===== src/rtl/package_sorter.sv =====
// package_sorter: weight-based package classifier and per-class counter.
// Each clock the 12-bit scale weight is classified into one of six weight
// groups. A package is counted once, on its first nonzero sample after a
// zero sample. currentGrp reports the group of the last sampled weight.
//
// Ports:
//   clk        in   system clock, all state updates on rising edge
//   reset      in   synchronous active-high reset, clears all state
//   weight     in   [11:0] unsigned scale reading, 0 = no package
//   Grp1..Grp6 out  [7:0] per-group package counters (registered)
//   currentGrp out  [2:0] group of last sampled weight, 0 = none (registered)
//
// Build option:
//   PACKAGE_SORTER_SATURATE_EN  defined   -> counters saturate at 255
//                               undefined -> counters wrap modulo 256
module package_sorter (
  input  logic        clk,
  input  logic        reset,
  input  logic [11:0] weight,
  output logic [7:0]  Grp1,
  output logic [7:0]  Grp2,
  output logic [7:0]  Grp3,
  output logic [7:0]  Grp4,
  output logic [7:0]  Grp5,
  output logic [7:0]  Grp6,
  output logic [2:0]  currentGrp
);

  localparam int unsigned WEIGHT_W = 12;
  localparam int unsigned CNT_W    = 8;
  localparam int unsigned GRP_W    = 3;
  localparam int unsigned NUM_GRP  = 6;

  // Inclusive upper bounds of groups 1..5; anything above is group 6.
  localparam logic [WEIGHT_W-1:0] MAX_G1 = WEIGHT_W'(250);
  localparam logic [WEIGHT_W-1:0] MAX_G2 = WEIGHT_W'(500);
  localparam logic [WEIGHT_W-1:0] MAX_G3 = WEIGHT_W'(750);
  localparam logic [WEIGHT_W-1:0] MAX_G4 = WEIGHT_W'(1500);
  localparam logic [WEIGHT_W-1:0] MAX_G5 = WEIGHT_W'(2000);

  logic [CNT_W-1:0] cnt [NUM_GRP];
  logic [GRP_W-1:0] grp_c;
  logic             armed;
  logic             count_c;

  // Combinational weight classification.
  always_comb begin
    grp_c = GRP_W'(0);
    if (weight == '0)          grp_c = GRP_W'(0);
    else if (weight <= MAX_G1) grp_c = GRP_W'(1);
    else if (weight <= MAX_G2) grp_c = GRP_W'(2);
    else if (weight <= MAX_G3) grp_c = GRP_W'(3);
    else if (weight <= MAX_G4) grp_c = GRP_W'(4);
    else if (weight <= MAX_G5) grp_c = GRP_W'(5);
    else                       grp_c = GRP_W'(6);
  end

  // A package counts only on its first nonzero sample after a zero.
  assign count_c = armed && (weight != '0);

  function automatic logic [CNT_W-1:0] bump(input logic [CNT_W-1:0] v);
`ifdef PACKAGE_SORTER_SATURATE_EN
    bump = (v == {CNT_W{1'b1}}) ? v : v + CNT_W'(1);
`else
    bump = v + CNT_W'(1);
`endif
  endfunction

  // State: counters, armed flag and registered current group.
  always_ff @(posedge clk) begin
    if (reset) begin
      for (int i = 0; i < NUM_GRP; i++) cnt[i] <= '0;
      armed      <= 1'b1;
      currentGrp <= '0;
    end else begin
      armed      <= (weight == '0);
      currentGrp <= grp_c;
      for (int i = 0; i < NUM_GRP; i++) begin
        if (count_c && (grp_c == GRP_W'(i + 1))) cnt[i] <= bump(cnt[i]);
      end
    end
  end

  assign Grp1 = cnt[0];
  assign Grp2 = cnt[1];
  assign Grp3 = cnt[2];
  assign Grp4 = cnt[3];
  assign Grp5 = cnt[4];
  assign Grp6 = cnt[5];

endmodule


===== config.mk =====
export PLATFORM = sky130hd
export DESIGN_NAME = package_sorter
export DESIGN_NICKNAME = d
export VERILOG_FILES = /design/src/rtl/package_sorter.sv
export SDC_FILE = /design/constraint.sdc
export NUM_CORES = 1
export LEC_CHECK = 0
export BUFFER_PORTS_ARGS = -buffer_cell sky130_fd_sc_hd__buf_2
export CELL_PAD_IN_SITES_DETAIL_PLACEMENT = 0
export CELL_PAD_IN_SITES_GLOBAL_PLACEMENT = 2
export CORE_MARGIN = 2
export CORE_UTILIZATION = 30
export CTS_CLUSTER_SIZE = 20
export DETAILED_ROUTE_END_ITERATION = 10
export GPL_ROUTABILITY_DRIVEN = 0
export PLACE_DENSITY_LB_ADDON = 0.1
export SETUP_SLACK_MARGIN = 0.3
export SLEW_MARGIN = 20
export SYNTH_ARGS = -nofsm -noshare
export SYNTH_HDL_FRONTEND = slang
export SYNTH_SLANG_ARGS = --single-unit

===== constraint.sdc =====
create_clock -name clk -period 3.1 [get_ports clk]
set_input_delay 0.31 -clock clk [delete_from_list [all_inputs] [get_ports clk]]
set_output_delay 0.31 -clock clk [all_outputs]
set_load 0.02 [all_outputs]

==> reports/metrics.yaml, run 1 <==
routing:
  first_iter_violations: 49
  dr.pass1.iters: 4
  final_antenna_net_count: 0
  vias: 2190
  post_drt_via_cell_ratio: 4.75
  wl_mm: 6.48
  drc: 0
  wl_per_cell_um: 14.1
yosys:
  syn_area_per_cell_um2: 11.3
  yosysTopAreaCellShare_pct: 49.5
  synth_seq_cells: 52
  synth-seq-area-share_pct: 52.3
  synth.area.top_cells: "edfxtp_1 50%, xor2_1 7.8%, nand3_1 5.2%, nor2_1 3.6%, xnor2_1 3.0%"
  ys_types: 46
  syn_nets: 277
  yosysTopAreaCell: "edfxtp_1"
  synthArstFlopShare_pct: 0
  synth_ff_type: "edfxtp_1"
  ys_warn_count: 0
  synth_area_um2: 2910
  synth_edf_count: 48
  synthCells: 257
grt:
  grt_pass1_vias: 2120
  antenna_found_initial: 0
  track_usage_pct: 12.6
  grt_max_degree: 16
  grt.overflow.total: 0
  grt_pass1_wl_mm: 10.4
clock_tree:
  ctsHoldBuffers: 0
  cts_buffer_depth: 2
  post_cts_resized: 0
  cts_tree: "built"
  cts.sink_count: 52
  clockRootBuffer: "clkbuf_8"
  postCtsSetupBuffers: 0
  cts.reportedPaths.clkPinSlew_ns: 0.09
  cts_buffers: 5
  clk_latency_ns: 0.30
  cts_max_level: 2
die:
  fp.dieW_um: 102
  initial_core_util_pct: 31.2
  dieArea_um2: 10500
  rows: 35
  pin_count: 65
  dieHeight_um: 102
  core_area_um2: 9330
sta:
  period_share_pct: 63.4
  fmax_mhz: 509
  setup_viol: 0
  hold_viol: 0
  rsz0062_at_grt: "no"
  relSlewSlack_pct: 64.9
  period_minus_slack_ns: 1.96
  fin_skew_ns: 0.00781
  final-max-slew-violation-count: 0
  fin_tns_setup_ns: 0
  tightestPinTransition_ns: 0.526
worst_setup_path:
  critPathLaunchType: "primary input"
  startpoint: "weight[11]"
  worst-path-max-fanout: 10
  worstPathArrival_ns: 1.98
  r2r_start: "armed$_SDFF_PP1_"
  required_ns: 3.12
  end_kind: "flip-flop"
  worst-setup-path-type: "primary input to flip-flop"
finish:
  final_common_cell: "buf_2"
  nets: 350
  area_growth_pct: 19.6
  drive_gt1_share_pct: 28.7
  layout_common_cells: "64 x buf_2, 48 x edfxtp_1, 30 x nand3_1"
  final_cells: 461
run:
  maxCapViolations: 0
placed_design:
  hpwl_mm: 4.87
  dp.cells: 452
  port_buffers: 64
min_path:
  min-delay-start: "reset"
  hp-class: "primary input to flip-flop"
pwr:
  pwr_density_cell_nw_per_um2: 419
  leakage_nw: 1.33
  peakVddDrop_mv: 0.203
run_status:
  status: "complete, no violations"
==> Yosys cell counts (all sizes together) (5+ instances only) <==
cell type / count
nand3: 31
edfxtp: 48
a21oi: 11
nor2: 34
o21ai: 6
inv: 7
xnor2: 10
nor3: 7
nor4: 5
and3: 11
ha: 6
xor2: 26
nand2: 13
==> sequential cells by signal, indices dropped and copies added, names as in the netlist <==
name        flops
armed           1
currentGrp      3
cnt            48
==> worst paths after layout <==
path | endpoint | slack (ns) | cells after the start
worst min register to register | cnt[5][7]$_SDFFCE_PN0P_ | 0.62 | 2
worst max-delay path | cnt[4][1]$_SDFFCE_PN0P_ | 1.14 | 7
worst min-delay path | currentGrp[1]$_SDFF_PP0_ | 0.25 | 2
worst max register to register | cnt[3][0]$_SDFFCE_PN0P_ | 1.50 | 4
==> per-stage QoR <==
step / utilization, % / hold slack [ns] / worst slack, ns / total power, mW / area [um2]
after floorplan: - / 0.383 / 0.823 / 1.01 / 2910
after global placement: 36.4 / 0.575 / 0.790 / 1.10 / 3400
after detailed placement: 36.4 / 0.571 / 0.775 / 1.10 / 3400
after CTS: 37.3 / 0.242 / 1.11 / 1.49 / 3480
after global routing: 37.3 / 0.251 / 1.04 / 1.54 / 3480
final: 37.3 / 0.250 / 1.14 / 1.46 / 3480
==> cells by family (layout without fill, tap and decap cells) <==
family          Yosys count  count (layout)  share of synthesized area, %
simple gates            117             117                          22.7
flops                    52              52                          52.3
compound gates           36              36                          9.50
xor+xnor                 36              36                          10.8
buf+inv                  10              84                          2.06
fa+ha+maj                 6               6                          2.58
other cells               0               1                             0
==> where the power goes <==
group	switching (mW)	leakage (nW)	internal, mW
sequential	0.0417	0.533	0.809
combinational	0.151	0.762	0.0803
clock	0.221	0.0389	0.157
==> cell type report <==
type	instances	area, um2
Antenna cell	1	2.50
Clock buffer	6	72.6
Clock inverter	2	11.3
Fill cell	967	5850
Inverter	7	26.3
Multi-Input combinational cell	195	1330
Sequential cell	52	1520
Tap cell	129	161
Timing Repair Buffer	69	358
==> per-layer routing <==
layer	GRT usage (%)	share of wire, %	vias up
met5	0	0	-
met4	3.69	1.0	0
met3	2.78	4.6	5
met2	20.6	48	41
met1	16.8	46	1047
li1	-	-	1097
==> worst max-delay path, stage by stage <==
cell      delay (ns)
buf_2           0.17
nor4b_4         0.29
a211oi_1        0.10
or3b_1          0.40
o21a_1          0.33
o21ai_1         0.18
buf_4           0.19
Note: power is estimated with default switching activity, not from simulation.
==> inputs of run 2 (changes only) <==
- clock period: 3.1 -> 1.93 ns (I/O delays scaled with it)
==> run 2 against run 1 <==
Setup slack got worse by 0.80 ns. Flip-flop and latch count stayed put. First-iteration DRC count is 12% lower. Register-to-register slack got worse by 0.99 ns. Final cell count is 5.2% higher. Clock-buffer cell count shrank 1. Global-route usage is 0.16 points higher. Via count increased by 2.3%. Combinational power increased by 87%. Non-clock buffer count grew 25. Core utilization rose by 3.0 points. Final area rose by 8.1%.
==> reports/metrics.yaml, run 2 (synthesis results as in run 1) <==
worst_setup_path:
  end_kind: "flip-flop"
  worst_path_max_delay_cell: "or3b_1"
  worst-setup-path-type: "primary input to flip-flop"
  path_buf_inv: 1
  critPathLaunchType: "primary input"
  r2r-end: "cnt[0][6]$_SDFFCE_PN0P_"
  worstPathCellList: "buf_6 -> nor4b_4 -> a211oi_1 -> or3b_1 -> o21a_1 -> o21ai_4"
  r2r_start: "cnt[0][1]$_SDFFCE_PN0P_"
  worstPathArrival_ns: 1.58
  worst-path-max-fanout: 8
  r2r_slack_ns: 0.51
  worst_path_largest_cell_delay_ns: 0.41
  crit_family: "simple AND/OR/NAND/NOR gates"
  r2r_cells: 5
  required_ns: 1.92
placed_design:
  dp_slack_ns: -0.0243
  dp.cells: 477
  port_buffers: 64
  hpwl_mm: 4.97
  placed_cell_area_um2: 3650
die:
  fp.dieW_um: 102
  pin_count: 65
  core_area_um2: 9330
  rows: 35
  dieArea_um2: 10500
  initial_core_util_pct: 31.2
  dieHeight_um: 102
finish:
  reg_top3: "cnt (48), currentGrp (3), armed (1)"
  final_cells: 485
  area_growth_pct: 29.3
  antenna_cells: 0
  final_cell_area_um2: 3760
  largest_reg_flops: 48
  nets: 375
  drive_gt1_share_pct: 36.0
  utilization_pct: 40.3
  regMostFlops: "cnt"
  layout_common_cells: "60 x buf_2, 48 x edfxtp_1, 29 x nand3_1, 29 x buf_4, 28 x nor2_1"
  final_common_cell: "buf_2"
  fillerInstances: 962
routing:
  wl_mm: 6.47
  wl_per_cell_um: 13.3
  post_drt_via_cell_ratio: 4.62
  dr.pass1.iters: 4
  first_iter_violations: 43
  drc: 0
  vias: 2240
  final_antenna_net_count: 0
clock_tree:
  cts.reportedPaths.clkPinSlew_ns: 0.10
  cts_tree: "built"
  cts_buffer_depth: 2
  cts.sink_count: 52
  cts_buffers: 5
  cts_max_level: 2
  clockRootBuffer: "clkbuf_8"
  postCtsSetupBuffers: 0
  clk_latency_ns: 0.31
grt:
  top_usage_layer: "met2"
  grt_pass1_vias: 2110
  grt_use_met1_pct: 18.1
  antenna_found_initial: 0
  track_usage_pct: 12.8
  grt_pass1_wl_mm: 10.4
  grt_util_met3_pct: 2.17
  grt_max_degree: 17
  grt.overflow.total: 0
  met2_usage_pct: 19.8
min_path:
  min-delay-start: "reset"
  hp-class: "primary input to flip-flop"
  hold_depth: 2
  min_to: "currentGrp[1]$_SDFF_PP0_"
run_status:
  status: "complete, no violations"
sta:
  hold_viol: 0
  fmax_mhz: 628
  relSlewSlack_pct: 67.2
  final-max-slew-violation-count: 0
  setup_viol: 0
  tightestPinTransition_ns: 0.487
  rsz0062_at_grt: "yes"
  period_share_pct: 82.5
  fin_skew_ns: 0.00941
  layout_setup_ws_ns: 0.338
  period_minus_slack_ns: 1.59
  whs_ns: 0.168
pwr:
  pwr_density_cell_nw_per_um2: 645
  leakage_nw: 1.49
  peakVddDrop_mv: 0.268
run:
  maxCapViolations: 0
==> run 2: changes by cell type in the layout (fill, tap and decap cells not counted), moves of 2 or more <==
| cell | change |
|---|---|
| buf_12 | +2 |
| buf_6 | +2 |
| clkinv_2 | +2 |
| buf_4 | +24 |
| buf_2 | -4 |
| o21ai_0 | -2 |
==> run 2: area by class of cell <==
| class | count | area [um2] | share of cell area [%] |
|---|---|---|---|
| well taps | 129 | 161 | 4.29 |
| clock inverters | 3 | 18.8 | 0.499 |
| flip-flops and latches | 52 | 1520 | 40.5 |
| repair buffers | 94 | 588 | 15.6 |
| multi-input cells | 195 | 1380 | 36.6 |
| clock buffers | 5 | 68.8 | 1.83 |
| inverters | 7 | 26.3 | 0.698 |
==> run 2: worst max path at each step <==
stage | startpoint | to | cells past startpoint
floorplan | weight[11] | cnt[4][0]$_SDFFCE_PN0P_ | 7
global placement | weight[5] | cnt[4][3]$_SDFFCE_PN0P_ | 6
detailed placement | weight[11] | cnt[4][6]$_SDFFCE_PN0P_ | 6
CTS | weight[11] | cnt[4][6]$_SDFFCE_PN0P_ | 6
global route | weight[5] | cnt[4][5]$_SDFFCE_PN0P_ | 6
finish | weight[5] | cnt[4][6]$_SDFFCE_PN0P_ | 6
==> run 2: through the flow <==
stage | total power, mW | setup TNS (ns)
2_1_floorplan | 1.63 | 0
3_3_place_gp | 1.82 | -0.0425
3_5_place_dp | 1.82 | -0.193
4_1_cts | 2.45 | 0
5_1_grt | 2.55 | 0
6_report | 2.43 | 0
==> run 2: what timing repair did <==
action                                  4_1_cts  5_1_grt
hold buffers                                  0        0
gates resized for setup                       0       10
endpoints found under the setup margin        0       31
hold endpoints to repair                      0        0
==> run 2: per-layer routing <==
layer / vias to the layer above / share of wire, %
met1: 1041 / 52
met4: 0 / 1.2
met5: - / 0
met3: 4 / 4.1
met2: 51 / 43
li1: 1144 / -
==> run 2: power breakdown <==
part | internal, mW | total, mW | leakage, nW | switching, mW
sequential | 1.30 | 1.36 | 0.533 | 0.0652
combinational | 0.172 | 0.432 | 0.905 | 0.260
clock | 0.254 | 0.631 | 0.0479 | 0.377
total | 1.73 | 2.43 | 1.49 | 0.701
==> inputs of run 3 (changes only) <==
- clock period: 1.93 -> 1.4 ns (I/O delays scaled with it)
==> run 3 against run 2 <==
The run now ends with negative setup slack left. Sequential power grew 37%. Combinational power grew 120%. Sequential share of layout area shrank 9.8 points. Register-to-register slack lost 0.45 ns. Final cell count grew 12%. Hold slack lost 0.046 ns. Critical endpoint is now cnt[4][1]$_SDFFCE_PN0P_. Highest routed layer unchanged.
==> reports/metrics.yaml, run 3 (synthesis results as in run 1) <==
finish:
  layout_common_cells: "59 x buf_6, 58 x buf_4, 48 x edfxtp_1"
  regMostFlops: "cnt"
  largest_reg_flops: 48
  drive_gt1_share_pct: 60.0
  antenna_cells: 0
  final_common_cell: "buf_6"
  nets: 432
  fillerInstances: 858
  reg_top3: "cnt (48), currentGrp (3), armed (1)"
  area_growth_pct: 71.1
  utilization_pct: 53.4
clock_tree:
  cts_max_level: 2
  cts_tree: "built"
  clk_latency_ns: 0.31
  cts.reportedPaths.clkPinSlew_ns: 0.09
  cts_buffer_depth: 2
  cts.sink_count: 52
  ctsHoldBuffers: 0
  clockRootBuffer: "clkbuf_8"
  cts_buffers: 5
worst_setup_path:
  r2r_slack_ns: 0.06
  worst-path-max-fanout: 8
  required_ns: 1.39
  worst-setup-path-type: "primary input to flip-flop"
  end_kind: "flip-flop"
  r2r-end: "cnt[2][4]$_SDFFCE_PN0P_"
  r2r_start: "cnt[2][1]$_SDFFCE_PN0P_"
  critPathLaunchType: "primary input"
  worstPathArrival_ns: 1.52
  r2r_cells: 4
grt:
  grt_pass1_vias: 2429
  antenna_found_initial: 0
  track_usage_pct: 14.0
  grt_pass1_wl_mm: 11.7
  grt_max_degree: 17
  grt.overflow.total: 0
sta:
  whs_ns: 0.122
  layout_setup_ws_ns: -0.132
  setup_viol: 53
  tightestPinTransition_ns: 0.391
  period_share_pct: 109
  fmax_mhz: 653
  hold_viol: 0
  rsz0062_at_grt: "yes"
  relSlewSlack_pct: 73.9
  fin_skew_ns: 0.0109
  final-max-slew-violation-count: 0
  period_minus_slack_ns: 1.53
pwr:
  leakage_nw: 1.90
  pwr_density_cell_nw_per_um2: 739
  peakVddDrop_mv: 0.351
routing:
  vias: 2516
  post_drt_via_cell_ratio: 4.64
  wl_mm: 7.34
  wl_per_cell_um: 13.5
  first_iter_violations: 38
  dr.pass1.iters: 4
  final_antenna_net_count: 0
  drc: 0
min_path:
  hold_depth: 2
  min_to: "armed$_SDFF_PP1_"
  min-delay-start: "reset"
  hp-class: "primary input to flip-flop"
run:
  maxCapViolations: 0
run_status:
  status: "finished with violations"
  violations: "negative setup slack"
die:
  dieHeight_um: 102
  fp.dieW_um: 102
  rows: 35
  dieArea_um2: 10500
  initial_core_util_pct: 31.2
  pin_count: 65
  core_area_um2: 9330
placed_design:
  hpwl_mm: 5.20
  port_buffers: 64
==> run 3: how the worst max path moves through the flow <==
stage               startpoint                      end
global placement     weight[5]  cnt[4][4]$_SDFFCE_PN0P_
finish               weight[5]  cnt[4][1]$_SDFFCE_PN0P_
floorplan           weight[11]  cnt[4][0]$_SDFFCE_PN0P_
global route         weight[5]  cnt[4][3]$_SDFFCE_PN0P_
detailed placement   weight[5]  cnt[4][4]$_SDFFCE_PN0P_
CTS                  weight[5]  cnt[4][3]$_SDFFCE_PN0P_
==> run 3: worst max-delay path: stages <==
cell,delay [ns]
buf_6,0.10
nor4b_4,0.28
a211oi_1,0.11
or3b_4,0.41
o21a_4,0.23
o21ai_4,0.25
==> run 3: routing by layer <==
metal / up-vias / global-route usage, % / wire length [um]
met4: 0 / 4.00 / 84
met5: - / 0 / 0
met2: 46 / 23.7 / 3670
li1: 1260 / - / -
met1: 1204 / 18.5 / 3340
met3: 6 / 2.37 / 242
==> run 3: power breakdown <==
part / internal, mW / switching [mW]
sequential: 1.79 / 0.0828
combinational: 0.470 / 0.477
clock: 0.351 / 0.511
total: 2.61 / 1.07
==> run 3: per-stage QoR <==
stage	power (mW)	instances	worst slack [ns]	cell area (um2)	setup TNS, ns
final	3.68	542	-0.132	4980	-3.54
after global routing	3.85	542	-0.205	4980	-7.15
after CTS	3.63	531	-0.112	4680	-2.56
after detailed placement	2.60	504	-0.503	4000	-35.71
after global placement	2.60	504	-0.471	4000	-34.28
after floorplan	2.28	257	-0.436	3090	-13.94
==> run 3: final cells by class <==
type	count	area [um2]	area share [%]
Clock buffer	6	72.6	1.46
Clock inverter	2	12.5	0.251
Inverter	7	26.3	0.528
Multi-Input combinational cell	195	1820	36.5
Sequential cell	52	1530	30.6
Tap cell	129	161	3.24
Timing Repair Buffer	151	1370	27.4
==> run 3: what timing repair did <==
item	4_1_cts	5_1_grt
setup endpoints to repair	123	133
gates cloned	0	0
buffers inserted	19	11
gates resized for setup	115	51
pin swaps	34	15
